<file path="src/rtl/addsub_rr_scheduler_if.sv">
// Bundle of request, shared-unit and response signals for addsub_rr_scheduler.
// Ports (by group):
//   req0_* / req1_* : job requests (valid/ready, operands a/b, op 0=add 1=sub)
//   au_*            : registered operands to the shared unit, its result/flags back
//   rsp_*           : tagged response channel (valid/ready, id, result, cout, v)
// The scheduler uses the slave modport; the environment uses master.
interface addsub_rr_scheduler_if #(
    parameter int unsigned WIDTH = 4
);
    logic             req0_valid;
    logic             req0_ready;
    logic [WIDTH-1:0] req0_a;
    logic [WIDTH-1:0] req0_b;
    logic             req0_op;

    logic             req1_valid;
    logic             req1_ready;
    logic [WIDTH-1:0] req1_a;
    logic [WIDTH-1:0] req1_b;
    logic             req1_op;

    logic [WIDTH-1:0] au_a;
    logic [WIDTH-1:0] au_b;
    logic             au_op;
    logic [WIDTH-1:0] au_result;
    logic             au_cout;
    logic             au_v;

    logic             rsp_valid;
    logic             rsp_ready;
    logic             rsp_id;
    logic [WIDTH-1:0] rsp_result;
    logic             rsp_cout;
    logic             rsp_v;

    modport slave (
        input  req0_valid, req0_a, req0_b, req0_op,
        output req0_ready,
        input  req1_valid, req1_a, req1_b, req1_op,
        output req1_ready,
        output au_a, au_b, au_op,
        input  au_result, au_cout, au_v,
        output rsp_valid, rsp_id, rsp_result, rsp_cout, rsp_v,
        input  rsp_ready
    );

    modport master (
        output req0_valid, req0_a, req0_b, req0_op,
        input  req0_ready,
        output req1_valid, req1_a, req1_b, req1_op,
        input  req1_ready,
        input  au_a, au_b, au_op,
        output au_result, au_cout, au_v,
        input  rsp_valid, rsp_id, rsp_result, rsp_cout, rsp_v,
        output rsp_ready
    );
endinterface

</file>
<file path="src/rtl/addsub_rr_scheduler.sv">
// Round-robin scheduler sharing one combinational add/sub unit between two
// requesters. One job in flight at a time: IDLE (grant) -> EXEC (unit
// evaluates registered operands) -> RESP (hold tagged result until taken).
// Ports:
//   clk   : rising-edge clock
//   rst_n : asynchronous active-low reset
//   bus   : addsub_rr_scheduler_if.slave (requests, shared unit, response)
module addsub_rr_scheduler #(
    parameter int unsigned WIDTH = 4
) (
    input logic                  clk,
    input logic                  rst_n,
    addsub_rr_scheduler_if.slave bus
);

    typedef enum logic [1:0] {
        IDLE = 2'd0,
        EXEC = 2'd1,
        RESP = 2'd2
    } state_t;

    state_t           state;
    state_t           state_nxt;
    logic             ptr;
    logic             grant;
    logic             take;
    logic             ready0;
    logic             ready1;

    logic [WIDTH-1:0] au_a;
    logic [WIDTH-1:0] au_b;
    logic             au_op;
    logic             rsp_valid;
    logic             rsp_id;
    logic [WIDTH-1:0] rsp_result;
    logic             rsp_cout;
    logic             rsp_v;

    // State register
    always_ff @(posedge clk or negedge rst_n) begin
        if (!rst_n) begin
            state <= IDLE;
        end else begin
            state <= state_nxt;
        end
    end

    // Next-state logic
    always_comb begin
        state_nxt = state;
        case (state)
            IDLE:    if (bus.req0_valid || bus.req1_valid) state_nxt = EXEC;
            EXEC:    state_nxt = RESP;
            RESP:    if (bus.rsp_ready) state_nxt = IDLE;
            default: state_nxt = IDLE;
        endcase
    end

    // Grant/ready: a lone requester wins; on contention the pointer decides
    always_comb begin
        grant  = 1'b0;
        take   = 1'b0;
        ready0 = 1'b0;
        ready1 = 1'b0;
        if (bus.req0_valid && bus.req1_valid) begin
            grant = ptr;
        end else begin
            grant = bus.req1_valid;
        end
        if (state == IDLE) begin
            take   = bus.req0_valid || bus.req1_valid;
            ready0 = take && !grant;
            ready1 = take && grant;
        end
    end

    // Operand capture, result capture and pointer update
    always_ff @(posedge clk or negedge rst_n) begin
        if (!rst_n) begin
            au_a       <= '0;
            au_b       <= '0;
            au_op      <= 1'b0;
            rsp_valid  <= 1'b0;
            rsp_id     <= 1'b0;
            rsp_result <= '0;
            rsp_cout   <= 1'b0;
            rsp_v      <= 1'b0;
            ptr        <= 1'b0;
        end else begin
            if (take) begin
                au_a   <= grant ? bus.req1_a  : bus.req0_a;
                au_b   <= grant ? bus.req1_b  : bus.req0_b;
                au_op  <= grant ? bus.req1_op : bus.req0_op;
                rsp_id <= grant;
            end
            if (state == EXEC) begin
                rsp_result <= bus.au_result;
                rsp_cout   <= bus.au_cout;
                rsp_v      <= bus.au_v;
                rsp_valid  <= 1'b1;
            end
            // The requester just served loses priority to the other one
            if (state == RESP && bus.rsp_ready) begin
                rsp_valid <= 1'b0;
                ptr       <= ~rsp_id;
            end
        end
    end

    assign bus.req0_ready = ready0;
    assign bus.req1_ready = ready1;
    assign bus.au_a       = au_a;
    assign bus.au_b       = au_b;
    assign bus.au_op      = au_op;
    assign bus.rsp_valid  = rsp_valid;
    assign bus.rsp_id     = rsp_id;
    assign bus.rsp_result = rsp_result;
    assign bus.rsp_cout   = rsp_cout;
    assign bus.rsp_v      = rsp_v;

endmodule

</file>
<file path="src/flat_wrapper.sv">
// flat-port wrapper written by rule: the top's interface ports become plain ports
module addsub_rr_scheduler_flat 
#(
    parameter int unsigned WIDTH = 4
)
  (clk, rst_n, bus_req0_valid, bus_req0_a, bus_req0_b, bus_req0_op, bus_req0_ready, bus_req1_valid, bus_req1_a, bus_req1_b, bus_req1_op, bus_req1_ready, bus_au_a, bus_au_b, bus_au_op, bus_au_result, bus_au_cout, bus_au_v, bus_rsp_valid, bus_rsp_id, bus_rsp_result, bus_rsp_cout, bus_rsp_v, bus_rsp_ready);
  addsub_rr_scheduler_if #(.WIDTH(WIDTH)) bus_i ();
  input logic clk;
  input logic rst_n;
  input wire logic [$bits(bus_i.req0_valid)-1:0] bus_req0_valid;
  input wire logic [$bits(bus_i.req0_a)-1:0] bus_req0_a;
  input wire logic [$bits(bus_i.req0_b)-1:0] bus_req0_b;
  input wire logic [$bits(bus_i.req0_op)-1:0] bus_req0_op;
  output wire logic [$bits(bus_i.req0_ready)-1:0] bus_req0_ready;
  input wire logic [$bits(bus_i.req1_valid)-1:0] bus_req1_valid;
  input wire logic [$bits(bus_i.req1_a)-1:0] bus_req1_a;
  input wire logic [$bits(bus_i.req1_b)-1:0] bus_req1_b;
  input wire logic [$bits(bus_i.req1_op)-1:0] bus_req1_op;
  output wire logic [$bits(bus_i.req1_ready)-1:0] bus_req1_ready;
  output wire logic [$bits(bus_i.au_a)-1:0] bus_au_a;
  output wire logic [$bits(bus_i.au_b)-1:0] bus_au_b;
  output wire logic [$bits(bus_i.au_op)-1:0] bus_au_op;
  input wire logic [$bits(bus_i.au_result)-1:0] bus_au_result;
  input wire logic [$bits(bus_i.au_cout)-1:0] bus_au_cout;
  input wire logic [$bits(bus_i.au_v)-1:0] bus_au_v;
  output wire logic [$bits(bus_i.rsp_valid)-1:0] bus_rsp_valid;
  output wire logic [$bits(bus_i.rsp_id)-1:0] bus_rsp_id;
  output wire logic [$bits(bus_i.rsp_result)-1:0] bus_rsp_result;
  output wire logic [$bits(bus_i.rsp_cout)-1:0] bus_rsp_cout;
  output wire logic [$bits(bus_i.rsp_v)-1:0] bus_rsp_v;
  input wire logic [$bits(bus_i.rsp_ready)-1:0] bus_rsp_ready;
  assign bus_i.req0_valid = bus_req0_valid;
  assign bus_i.req0_a = bus_req0_a;
  assign bus_i.req0_b = bus_req0_b;
  assign bus_i.req0_op = bus_req0_op;
  assign bus_req0_ready = bus_i.req0_ready;
  assign bus_i.req1_valid = bus_req1_valid;
  assign bus_i.req1_a = bus_req1_a;
  assign bus_i.req1_b = bus_req1_b;
  assign bus_i.req1_op = bus_req1_op;
  assign bus_req1_ready = bus_i.req1_ready;
  assign bus_au_a = bus_i.au_a;
  assign bus_au_b = bus_i.au_b;
  assign bus_au_op = bus_i.au_op;
  assign bus_i.au_result = bus_au_result;
  assign bus_i.au_cout = bus_au_cout;
  assign bus_i.au_v = bus_au_v;
  assign bus_rsp_valid = bus_i.rsp_valid;
  assign bus_rsp_id = bus_i.rsp_id;
  assign bus_rsp_result = bus_i.rsp_result;
  assign bus_rsp_cout = bus_i.rsp_cout;
  assign bus_rsp_v = bus_i.rsp_v;
  assign bus_i.rsp_ready = bus_rsp_ready;
  addsub_rr_scheduler #(.WIDTH(WIDTH)) u_core (.clk(clk), .rst_n(rst_n), .bus(bus_i));
endmodule
</file>
<file path="config.mk">
export PLATFORM = sky130hd
export DESIGN_NAME = addsub_rr_scheduler_flat
export DESIGN_NICKNAME = d
export VERILOG_FILES = /design/src/rtl/addsub_rr_scheduler_if.sv /design/src/rtl/addsub_rr_scheduler.sv /design/src/flat_wrapper.sv
export SDC_FILE = /design/constraint.sdc
export NUM_CORES = 1
export LEC_CHECK = 0
export BUFFER_PORTS_ARGS = -buffer_cell sky130_fd_sc_hd__buf_2
export CORE_MARGIN = 1.5
export CORE_UTILIZATION = 47
export DETAILED_ROUTE_END_ITERATION = 7
export PLACE_DENSITY = 0.82
export SLEW_MARGIN = 20
export SYNTH_ARGS = -nofsm -noshare
export SYNTH_HDL_FRONTEND = slang
export SYNTH_SLANG_ARGS = --single-unit
</file>
<file path="constraint.sdc">
create_clock -name clk -period 2 [get_ports clk]
set_input_delay 0.4 -clock clk [delete_from_list [all_inputs] [get_ports clk]]
set_output_delay 0.4 -clock clk [all_outputs]
set_load 0.01 [all_outputs]
</file>
### Yosys cells after proc, flatten, opt, wreduce, memory -nomap -nowiden

Cells that the tools add are included.

* eq/ne operators: 4
* muxes and demuxes: 12
* bitwise gates (word level): 1
* reduce and logical (&&, ||, !) cells: 9

Operator list (number)
* 2-to-1 mux 4 bit: 2
* 2-to-1 mux 1 bit: 7
* case mux 2 bit (3 select lines): 1
* logical AND 1 bit: 4
* 2-to-1 mux 2 bit: 2
* != test 2 bit (second input constant): 2
* equality test 2 x 1 -> 1 bit (second input constant): 1
* equality test 2 bit (second input constant): 1
* zero test 2 bit: 1
* AND reduction 2 bit: 1
* nonzero test 2 bit: 1
* zero test 1 bit: 1
* logical OR 1 bit: 1
* inverter 1 bit: 1

* register bits after elaboration: 20
* bits of input ports: 29
* output and inout bits: 19
* logic and storage cells: 36

### Logic depth before layout (Yosys ltp)

Gate-level depths: netlist of the first run.

* depth after elaboration: 5
* depth in mapped cells: 5
* gate-level depth less buffers: 4

### Worst setup path after synthesis of the first run

Ideal clock, no wire load.

* path type: reg-to-output
* from: register u_core.state[0]
* to: output bus_req1_ready
* arrival time: 917 ps
* data required time: 1600 ps
* setup slack: 683 ps
* stages on the path, launching flop included: 4
* buffers on the path: 1
* cell sequence: dfrtp_1 > nor2_2 > buf_6 > and3_4

* word-level cells in the longest chain between the ends: 2

Ends and longest elaborated chain
* start: declaration: line addsub_rr_scheduler.sv:22 `state_t state;`
* start signal: assignment: line addsub_rr_scheduler.sv:44 `state <= state_nxt;`
* zero test 2 bit: line addsub_rr_scheduler.sv:70 `if (state == IDLE) begin`
* 2-to-1 mux 1 bit: line addsub_rr_scheduler.sv:70
* end: declaration: line flat_wrapper.sv:19 `output wire logic [$bits(bus_i.req1_ready)-1:0] bus_req1_ready;`

No other way between the ends.

### Worst setup path in the final report of the first run

* from: register u_core.ptr
* to: output bus_req1_ready

* word-level cells in the longest chain between the ends: 3

Ends and longest elaborated chain
* start: declaration: line addsub_rr_scheduler.sv:24 `logic ptr;`
* start signal: assignment: line addsub_rr_scheduler.sv:105 `ptr <= ~rsp_id;`
* 2-to-1 mux 1 bit: line addsub_rr_scheduler.sv:65 `if (bus.req0_valid && bus.req1_valid) begin`
* logical AND 1 bit: line addsub_rr_scheduler.sv:73 `ready1 = take && grant;`
* 2-to-1 mux 1 bit: line addsub_rr_scheduler.sv:70

No other way between the ends.

==> metrics.md, run 1 <==
| Metric | Value |
|---|---|
| Min cycle time layout | 1.84 ns |
| Most common cell after layout, fill and taps aside | buf_2 |
| Final Hold Fails | 0 |
| Die H | 47.8 µm |
| Max_cap viols | 0 |
| Gr usage total | a little under a fifth |
| Slew HR | a little under two thirds |
| DR vias/cell | approximately 5.4 |
| Crit-path leading delay family | simple AND/OR/NAND/NOR gates |
| Most frequent cells in the layout | buf_2, dfrtp_1, a21oi_1 |
| DR vias | about 870 |
| Post-Syn Instances | between 80 and 90 |
| Crit path required time | ~1.6 ns |
| Die W | about 48 µm |
| Peak VDD IR | 0.794 mV |
| CP Max Fanout | 11 |
| CP endpoint kind | output pin |
| Fill cells | 173 |
| Slew @ Worst Pin | ~0.55 ns |
| # Post-CTS Setup Buffers | 0 |
| Max layer used | met3 |
| F_max | 543 MHz |
| Clk_lat worst skew | a little under 0.3 ns |
| Cell Area, Synth | ~940 µm² |
| DP HPWL | ~1600 µm |
| # hold bufs at CTS | 0 |
| Clock skew | approximately 0.0024 ns |
| Final Cycle Share | around 92% |
| Worst Hold Class | input pin to asynchronous set/reset pin |
| Syn_area_per_cell | 10.8 µm² |
| Drt drc | 0 |
| Worst R2R End | u_core.bus.au_a[0] |
| Port bufs | between 40 and 50 |
| CTS tree | done |
| Num CTS Buffers | 3 |
| DRT Wirelength | about 2100 µm |
| Crit-path slowest cell | dfrtp_1 |
| Layout cell share with drive strength beyond 1 | between 40% and 50% |
| Final setup fails | 0 |
| Fin cells | ~160 |
| Final Slew Violations | 0 |
| Largest net degree at the start of global routing | 21 |
| Ys Warns | 0 |
| RSZ-0062 raised after global routing | false |
| Mapped Nets | between 100 and 150 |
| PwrDens | roughly 1500 mW/mm² |
| Rows | 16 |
| Nets | approximately 160 |
| Congestion Overflow GR | 0 |
| Setup WS post-layout | around 0.16 ns |
| Clk pin slew, worst setup/hold paths | around 0.11 ns |
| CTS max path bufs | 2 |
| Flops & latches, synth | 20 |
| Area of the multi-input gates | 389 µm² |
| Detail Route Antenna Nets | 0 |
| PostCTS Resize Cnt | 0 |
| Root buf cell | clkbuf_4 |
| Clock sinks | 20 |
| Metal3 WL | around 170 µm |
| Pleak | 0.606 nW |
| Final hold slack | 0.0251 ns |
| DR WL met2 | approximately 1100 µm |
| Core Region | roughly 0.0019 mm² |
| Sequential cell area fraction in the yosys report | between 50% and 60% |
| DRT Pass-1 Iters | 4 |
| Worst path cell trace | nand2b_1 > and3_4 > buf_2 |
| I/O pin count | 48 |
| Arr. time, crit path | between 1 and 1.5 ns |
| Placed insts | ~160 |
| Initial antenna violation count | 0 |
| Bufs and invs on worst path | 1 |
| Setup crit start | u_core.ptr |
| Critical path class | flip-flop to output pin |
| CP startpoint kind | flip-flop |
| Die ar. | 0.00228 mm² |
| Crit-path max cell delay | between 0.4 and 0.5 ns |
| Power, Total | between 0.0015 and 0.002 W |
| Status | completed |
| Synth unique cells | 21 |
| Area Growth Syn to Fin | 29.1% |
| Global-route wire length before repair | ~3000 µm |
| Starting density of the core | between 40% and 50% |
| DRT iter0 DRCs | 14 |
| H-tree depth | 1 |
| Post-Place Setup Slack | between 0.2 and 0.25 ns |
| Reg area | 500 µm² |
| Vias in the first global route | 710 |
| Routability cong. | approximately 0.79 |
| Flop2flop setup slack | 0.68 ns |
| Post-Route M1 WL | roughly 840 µm |
| WL per Instance | between 10 and 15 µm |
| Worst reg2reg path depth | 3 |
| RR Startpoint | u_core.ptr |
| Setup_tns | 0 ns |
| Ant. Diodes | 0 |
[worst max-delay path by stage]
| stage | to | cells after the start |
|---|---|---|
| 2_1_floorplan | bus_req1_ready | 3 |
| 3_3_place_gp | bus_req0_ready | 5 |
| 3_5_place_dp | bus_req0_ready | 5 |
| 4_1_cts | bus_req0_ready | 4 |
| 5_1_grt | bus_req0_ready | 4 |
| 6_report | bus_req1_ready | 3 |
[metal layers]
| metal | GRT usage (%) | vias to the layer above |
|---|---|---|
| met5 | 0 | - |
| met4 | 6.49 | 0 |
| met3 | 4.91 | 0 |
| met2 | 31.5 | 48 |
| met1 | 23.8 | 403 |
| li1 | - | 416 |
[worst reg2reg max path, delay by kind of cell (launching register included)]
kind               cells  cell delay (ns)
DFF                    1             0.42
AOI/OAI and AO/OA      2             0.37
and+or+nand+nor        1             0.46
[state kept, by name (all words and copies together), names as in the netlist]
| register | cells |
|---|---|
| u_core.bus.au_a | 4 |
| u_core.bus.au_b | 4 |
| u_core.bus.au_op | 1 |
| u_core.bus.rsp_cout | 1 |
| u_core.bus.rsp_id | 1 |
| u_core.bus.rsp_result | 4 |
| u_core.bus.rsp_v | 1 |
| u_core.bus.rsp_valid | 1 |
| u_core.ptr | 1 |
| u_core.state | 2 |
[stage by stage]
step	instance area (µm²)	util, %
floorplan	942	-
global placement	1180	61.4
detailed placement	1180	61.4
CTS	1220	63.3
global route	1220	63.3
finish	1220	63.3
[where the power goes]
part | leakage (nW) | internal, W | switching, W | total [W]
logic | 0.353 | 0.000423 | 0.000449 | 0.000871
clock network | 0.0210 | 0.000111 | 0.000115 | 0.000226
registers | 0.231 | 0.000611 | 0.000130 | 0.000741
total | 0.606 | 0.00114 | 0.000694 | 0.00184
[Yosys cell counts, drive strengths merged]
| cell type | number | share of area [%] |
|---|---|---|
| a21o | 1 | 0.80 |
| a21oi | 12 | 6.4 |
| a31oi | 9 | 6.0 |
| and3 | 1 | 1.2 |
| buf | 4 | 3.7 |
| clkbuf | 1 | 0.40 |
| dfrtp | 20 | 53 |
| inv | 3 | 1.5 |
| mux2 | 6 | 9.6 |
| nand2 | 3 | 2.0 |
| nand2b | 3 | 2.0 |
| nand3 | 9 | 4.8 |
| nand3b | 1 | 0.80 |
| nor2 | 1 | 0.66 |
| nor2b | 1 | 0.66 |
| o21ai | 11 | 5.8 |
| or2 | 1 | 0.66 |
[kinds of logic after synthesis]
family	share of synthesized area, %
compound gates	19.0
buf+inv	5.58
flops	53.1
mux	9.56
simple gates	12.8
[final cells by class]
type	count	area share, %
well taps	27	2.78
repair buffers	48	20.0
inverters	3	1.13
clock buffers	4	2.98
multi-input cells	59	32.0
flip-flops and latches	20	41.2
(Power assumes the default switching activity.)
==> run 2, diff against run 1 <==
Settings changed: SETUP_SLACK_MARGIN set to 0.2.
Clock period 2 ns to 2.3 ns, I/O delays scaled along.
==> metrics.md, run 2 (synthesized netlist as in run 1, its figures left out) <==
| Metric | Value |
|---|---|
| Status | completed |
| Crit path required time | 1.84 ns (+0.24 ns) |
| RSZ-0062 raised after global routing | false |
| Rows | 16 (unchanged) |
| Clock sinks | 20 (unchanged) |
| Clock skew | 0.00254 ns (+0.000137 ns) |
| CP Max Fanout | 13 (+2) |
| Nets | 163 (-0.61%) |
| Setup_tns | 0 ns (unchanged) |
| CP startpoint kind | input pin |
| Die ar. | 0.00228 mm² (unchanged) |
| CP endpoint kind | output pin |
| Worst R2R End | u_core.bus.rsp_result[0] |
| Detail Route Antenna Nets | 0 (unchanged) |
| Ant. Diodes | 0 (unchanged) |
| Max_cap viols | 0 (unchanged) |
| Flop2flop setup slack | 0.96 ns (+0.28 ns) |
| Layout cell share with drive strength beyond 1 | 45.9% (-0.40 points) |
| F_max | 525 MHz |
| Largest net degree at the start of global routing | 21 (unchanged) |
| RR Startpoint | u_core.state[1] |
| Pleak | 0.602 nW (-0.60%) |
| Placed insts | 156 (-0.64%) |
| Worst Hold Class | input pin to asynchronous set/reset pin |
| DRT Wirelength | 1970 µm (-4.9%) |
| Final Hold Fails | 0 (unchanged) |
| Min cycle time layout | about 1.9 ns |
| Routability cong. | 0.823 (+3.7%) |
| Vias in the first global route | 675 (-4.9%) |
| Critical path class | input pin to output pin |
| Arr. time, crit path | 1.45 ns (about the same) |
| Post-Place Setup Slack | 0.394 ns (+0.184 ns) |
| Slew HR | 65.0% (+1.5 points) |
| Drt drc | 0 (unchanged) |
| Root buf cell | clkbuf_4 |
| CTS tree | done |
| Worst reg2reg path depth | 2 (-1) |
| Clk pin slew, worst setup/hold paths | 0.10 ns (about the same) |
| DP HPWL | 1480 µm (-5.9%) |
| CTS max path bufs | 2 (unchanged) |
| Power, Total | 0.00158 W (-14%) |
| Clk_lat worst skew | 0.30 ns (about the same) |
| Fin cells | 160 (-0.62%) |
| Core Region | 0.00192 mm² (unchanged) |
| Fill cells | 178 (+2.9%) |
| DR vias | 833 (-3.9%) |
| Most common cell after layout, fill and taps aside | buf_2 |
| I/O pin count | 48 (unchanged) |
| Initial antenna violation count | 0 (unchanged) |
| Slew @ Worst Pin | 0.524 ns (-0.0231 ns) |
| Gr usage total | 18.3% (-0.66 points) |
| DRT iter0 DRCs | 12 (-2) |
| Die H | 47.8 µm (unchanged) |
| Global-route wire length before repair | 2900 µm (-2.3%) |
| Largest registers | u_core.bus.au_a (4), u_core.bus.au_b (4), u_core.bus.rsp_result (4) |
| Final setup fails | 0 (unchanged) |
| H-tree depth | 1 (unchanged) |
| WL per Instance | 12.3 µm (-4.3%) |
| Starting density of the core | 49.0% (unchanged) |
| # hold bufs at CTS | 0 (unchanged) |
| DR vias/cell | 5.21 (-3.3%) |
| Setup WS post-layout | 0.395 ns (+0.235 ns) |
| DRT Pass-1 Iters | 4 (unchanged) |
| Final Slew Violations | 0 (unchanged) |
| Final Cycle Share | just over 80% |
| Peak VDD IR | 0.694 mV (-13%) |
| Die W | 47.8 µm (unchanged) |
| Num CTS Buffers | 3 (unchanged) |
| PwrDens | 1310 mW/mm² (-14%) |
| Most frequent cells in the layout | buf_2, dfrtp_1, a21oi_1 |
| Congestion Overflow GR | 0 (unchanged) |
| Area Growth Syn to Fin | 28.8% |
| Port bufs | 47 (unchanged) |
-- run 2: cell types whose count changed in the layout (fill, tap and decap cells not counted), sizes merged --
| cell | before | now |
|---|---|---|
| buf | 48 | 47 |
-- run 2: power breakdown --
group | total, W | switching (W) | internal (W) | leakage, nW
registers | 0.000649 | 0.000118 | 0.000531 | 0.231
logic | 0.000737 | 0.000379 | 0.000358 | 0.350
clock network | 0.000197 | 0.000101 | 0.0000966 | 0.0210
-- run 2: worst max-delay path, cell delays in order --
cell and delay [ns]:
buf_2 0.20, or2_1 0.38, nand2_4 0.11, a21oi_1 0.14, buf_2 0.15
-- run 2: worst max path at each step --
stage	start	cells after the start	to
after floorplan	bus_req1_valid	4	bus_req0_ready
after global placement	bus_req1_valid	5	bus_req0_ready
after detailed placement	bus_req1_valid	5	bus_req0_ready
after CTS	u_core.state[0]	4	bus_req0_ready
after global routing	u_core.state[0]	4	bus_req0_ready
final	bus_req1_valid	5	bus_req0_ready
-- run 2: metrics by stage --
step	hold slack [ns]	instance area, µm²	utilization (%)
final	0.0790	1210	63.2
after global routing	0.104	1210	63.2
after CTS	0.0888	1210	62.9
after detailed placement	0.426	1170	61.0
after global placement	0.420	1170	61.0
after floorplan	0.164	942	-
-- run 2: area by class of cell --
cell class                 instances  area [µm²]  area share (%)
sequential                        20         500            41.2
multi-input combinational         59         394            32.5
timing repair buffer              47         235            19.4
clock buffer                       4        36.3            2.99
tap                               27        33.8            2.78
inverter                           3        13.8            1.13
-- run 2: routing by layer --
metal,routed length [µm],vias to the layer above,share of wire [%],GRT usage [%]
met2,948,49,48,29.1
met3,145,3,7.4,4.53
met4,22,0,1.1,4.86
met5,0,-,0,0
met1,849,376,43,24.9
li1,-,405,-,-
-- run 2: timing repair --
| item | 4_1_cts | 5_1_grt |
|---|---|---|
| setup buffers | 0 | 0 |
| gates resized for setup | 0 | 1 |
| setup endpoints to repair | 0 | 2 |
==> run 3, diff against run 2 <==
Settings changed: ABC_AREA set to 1, CORE_UTILIZATION 47 to 41, PLACE_DENSITY 0.82 to 0.75.
Clock period 2.3 ns to 1.6 ns, I/O delays scaled along.
==> metrics.md, run 3 <==
| Metric | Value |
|---|---|
| Status | completed |
| Ys async rst share | 100% (unchanged) |
| Final Slew Violations | 0 (unchanged) |
| DRT Pass-1 Iters | 4 (unchanged) |
| Met3 usage | 2.82% (-1.7 points) |
| Final Cycle Share | between 90% and 100% |
| Peak VDD IR | 0.883 mV (+27%) |
| Cell Area, Synth | 0.00102 mm² (+8.5%) |
| Min cycle time layout | around 1.6 ns |
| Root buf cell | clkbuf_4 |
| Starting density of the core | 44.9% (-4.1 points) |
| Clock skew | 0.00104 ns (-0.00149 ns) |
| Number of synthesized flops with an enable pin | 0 (unchanged) |
| Slew @ Worst Pin | 0.440 ns (-0.0843 ns) |
| Arr. time, crit path | 1.24 ns (-0.21 ns) |
| Final core occ | 62.1% (-1.1 points) |
| Most Crowded Layer GR | met2 |
| Clk_lat worst skew | 0.29 ns (about the same) |
| Final Hold Fails | 0 (unchanged) |
| H-tree depth | 1 (unchanged) |
| Ys Warns | 0 (unchanged) |
| DR vias | 985 (+18%) |
| Gr usage total | 18.4% (+0.17 points) |
| Worst Hold Class | input pin to flip-flop |
| Fill cells | 210 (+18%) |
| Most frequent cell after synthesis | nand2_1 |
| Sw Ratio | 38.6% (+0.84 points) |
| Num CTS Buffers | 3 (unchanged) |
| Area of the multi-input gates | 390 µm² (-0.95%) |
| Largest registers | u_core.bus.au_a (4), u_core.bus.au_b (4), u_core.bus.rsp_result (4) |
| Initial antenna violation count | 0 (unchanged) |
| Clock sinks | 20 (unchanged) |
| WL per Instance | 10.3 µm (-16%) |
| Nets | 217 (+33%) |
| Met2 Resource Use GR | 32.7% (+3.6 points) |
| Critical path class | flip-flop to output pin |
| Clk pwr share | 15.9% (+3.4 points) |
| Top cells by area, synth | dfrtp_1, nand2_1, nand3_1 |
| Syn_area_per_cell | 7.99 µm² (-26%) |
| DR vias/cell | 4.58 (-12%) |
| Die H | 52.9 µm (+11%) |
| Area Growth Syn to Fin | 38.2% |
| Routability cong. | 0.755 (-8.3%) |
| Core Region | 0.00228 mm² (+18%) |
| CTS tree | done |
| Seq pwr share | 35.4% (-5.6 points) |
| Detail Route Antenna Nets | 0 (unchanged) |
| Clk pin slew, worst setup/hold paths | 0.11 ns (about the same) |
| Congestion Overflow GR | 0 (unchanged) |
| RSZ-0062 raised after global routing | true |
| Net Sw Power | 0.000977 W (+63%) |
| Placed insts | 201 (+29%) |
| Mapped Nets | 157 (+35%) |
| Synth area leader | dfrtp_1 |
| CP Max Fanout | 2 (-11) |
| Vias in the first global route | 954 (+41%) |
| Port bufs | 47 (unchanged) |
| Most frequent cells in the layout | buf_2, nand2_1, inv_1, nand3_1, dfrtp_1 |
| Reg area | 502 µm² (+0.25%) |
| Dominant synthesized flop cell | dfrtp_1 |
| CP endpoint kind | output pin |
| F_max | about 640 MHz |
| Drt drc | 0 (unchanged) |
| I/O pin count | 48 (unchanged) |
| Synth unique cells | 14 (-33%) |
| Final instance area | 0.00141 mm² (+16%) |
| PwrDens | 1790 mW/mm² (+37%) |
| Crit path required time | 1.28 ns (-0.56 ns) |
| Final setup fails | 0 (unchanged) |
| Max_cap viols | 0 (unchanged) |
| Flops & latches, synth | 20 (unchanged) |
| Post-synth top area share | 49.0% (-4.2 points) |
| Die ar. | 0.00280 mm² (+23%) |
| Ant. Diodes | 0 (unchanged) |
| Die W | 52.9 µm (+11%) |
| Slew HR | 70.7% (+5.7 points) |
| Logic pwr share | 48.7% (+2.1 points) |
| Layout cell share with drive strength beyond 1 | 42.2% (-3.6 points) |
| Rows | 17 (+1) |
| Synth top cells by count | nand2_1, dfrtp_1, inv_1, nand3_1, nand3_2 |
| CP startpoint kind | flip-flop |
| DP HPWL | 1690 µm (+14%) |
| Post-Place Cell Area | 0.00127 mm² (+8.6%) |
| DRT iter0 DRCs | 9 (-3) |
| Most common cell after layout, fill and taps aside | buf_2 |
| Largest net degree at the start of global routing | 21 (unchanged) |
| Pleak | 0.854 nW (+42%) |
| Post-Syn Instances | 128 (+47%) |
| CTS max path bufs | 2 (unchanged) |
| DRT Wirelength | 2220 µm (+13%) |
| Met1 Track Usage GR | 23.0% (-1.9 points) |
| Sequential cell area fraction in the yosys report | 49.0% (-4.2 points) |
| Int Power | 0.00156 W (+58%) |
| Global-route wire length before repair | 3860 µm (+33%) |
| Fin cells | 215 (+34%) |
[run 3: path summary, 6_finish.rpt]
check | from | endpoint | slack, ns | cells past startpoint
setup / recovery | u_core.state[0] | bus_req0_ready | 0.04 | 6
hold / removal | bus_rsp_ready | u_core.state[1] | 0.25 | 2
setup reg to reg | u_core.state[0] | u_core.bus.rsp_id | 0.36 | 8
hold reg to reg | u_core.bus.rsp_valid | u_core.bus.rsp_valid | 0.48 | 2
max in group asynchronous | rst_n | u_core.state[0] | 0.78 | 2
min in group asynchronous | rst_n | u_core.bus.rsp_valid | 0.49 | 2
[run 3: worst max-delay path, stage by stage (launching register included)]
cell and delay, ns:
dfrtp_2 0.44, clkinv_4 0.06, nand2_4 0.05, nor2_4 0.13, inv_4 0.04, a21oi_2 0.09, buf_2 0.14
[run 3: through the flow]
stage                     hold WS (ns)  TNS (ns)  total power (W)  setup WS (ns)
after floorplan                 0.0244         0          0.00164          0.294
after global placement           0.281         0          0.00194          0.240
after detailed placement         0.292         0          0.00198          0.208
after CTS                        0.238         0          0.00249         0.0418
after global routing             0.230   -0.0534          0.00277        -0.0534
final                            0.246         0          0.00253         0.0435
[run 3: cells by family after synthesis]
kind of cell | count (synthesis) | synth area share (%)
buffers and inverters | 28 | 13.3
AOI/OAI and AO/OA | 4 | 2.33
DFF | 20 | 49.0
and+or+nand+nor | 76 | 35.4
[run 3: layout make-up]
class | instances | share of cell area (%)
sequential | 20 | 35.5
multi-input combinational | 80 | 27.6
timing repair buffer | 61 | 24.3
clock inverter | 1 | 2.13
clock buffer | 3 | 1.59
inverter | 22 | 6.38
tap | 28 | 2.48
[run 3: what timing repair did]
item | CTS | global route
buffers inserted | 5 | 4
hold buffers | 1 | 0
endpoints found under the hold margin | 20 | 0
pin swaps | 0 | 3
gates resized for setup | 4 | 1
endpoints found under the setup margin | 2 | 2
[run 3: metal layers]
layer / up-vias / wire length [µm]
li1: 504 / -
met1: 439 / 1030
met2: 40 / 1010
met3: 2 / 172
met4: 0 / 9
met5: - / 0
[run 3: power groups by stage]
stage / Sequential, W / Combinational, W / Clock (W)
floorplan: 0.000987 / 0.000656 / 0
global placement: 0.000912 / 0.00103 / 0
detailed placement: 0.000925 / 0.00106 / 0
CTS: 0.000902 / 0.00118 / 0.000410
global route: 0.000925 / 0.00140 / 0.000439
finish: 0.000896 / 0.00123 / 0.000404
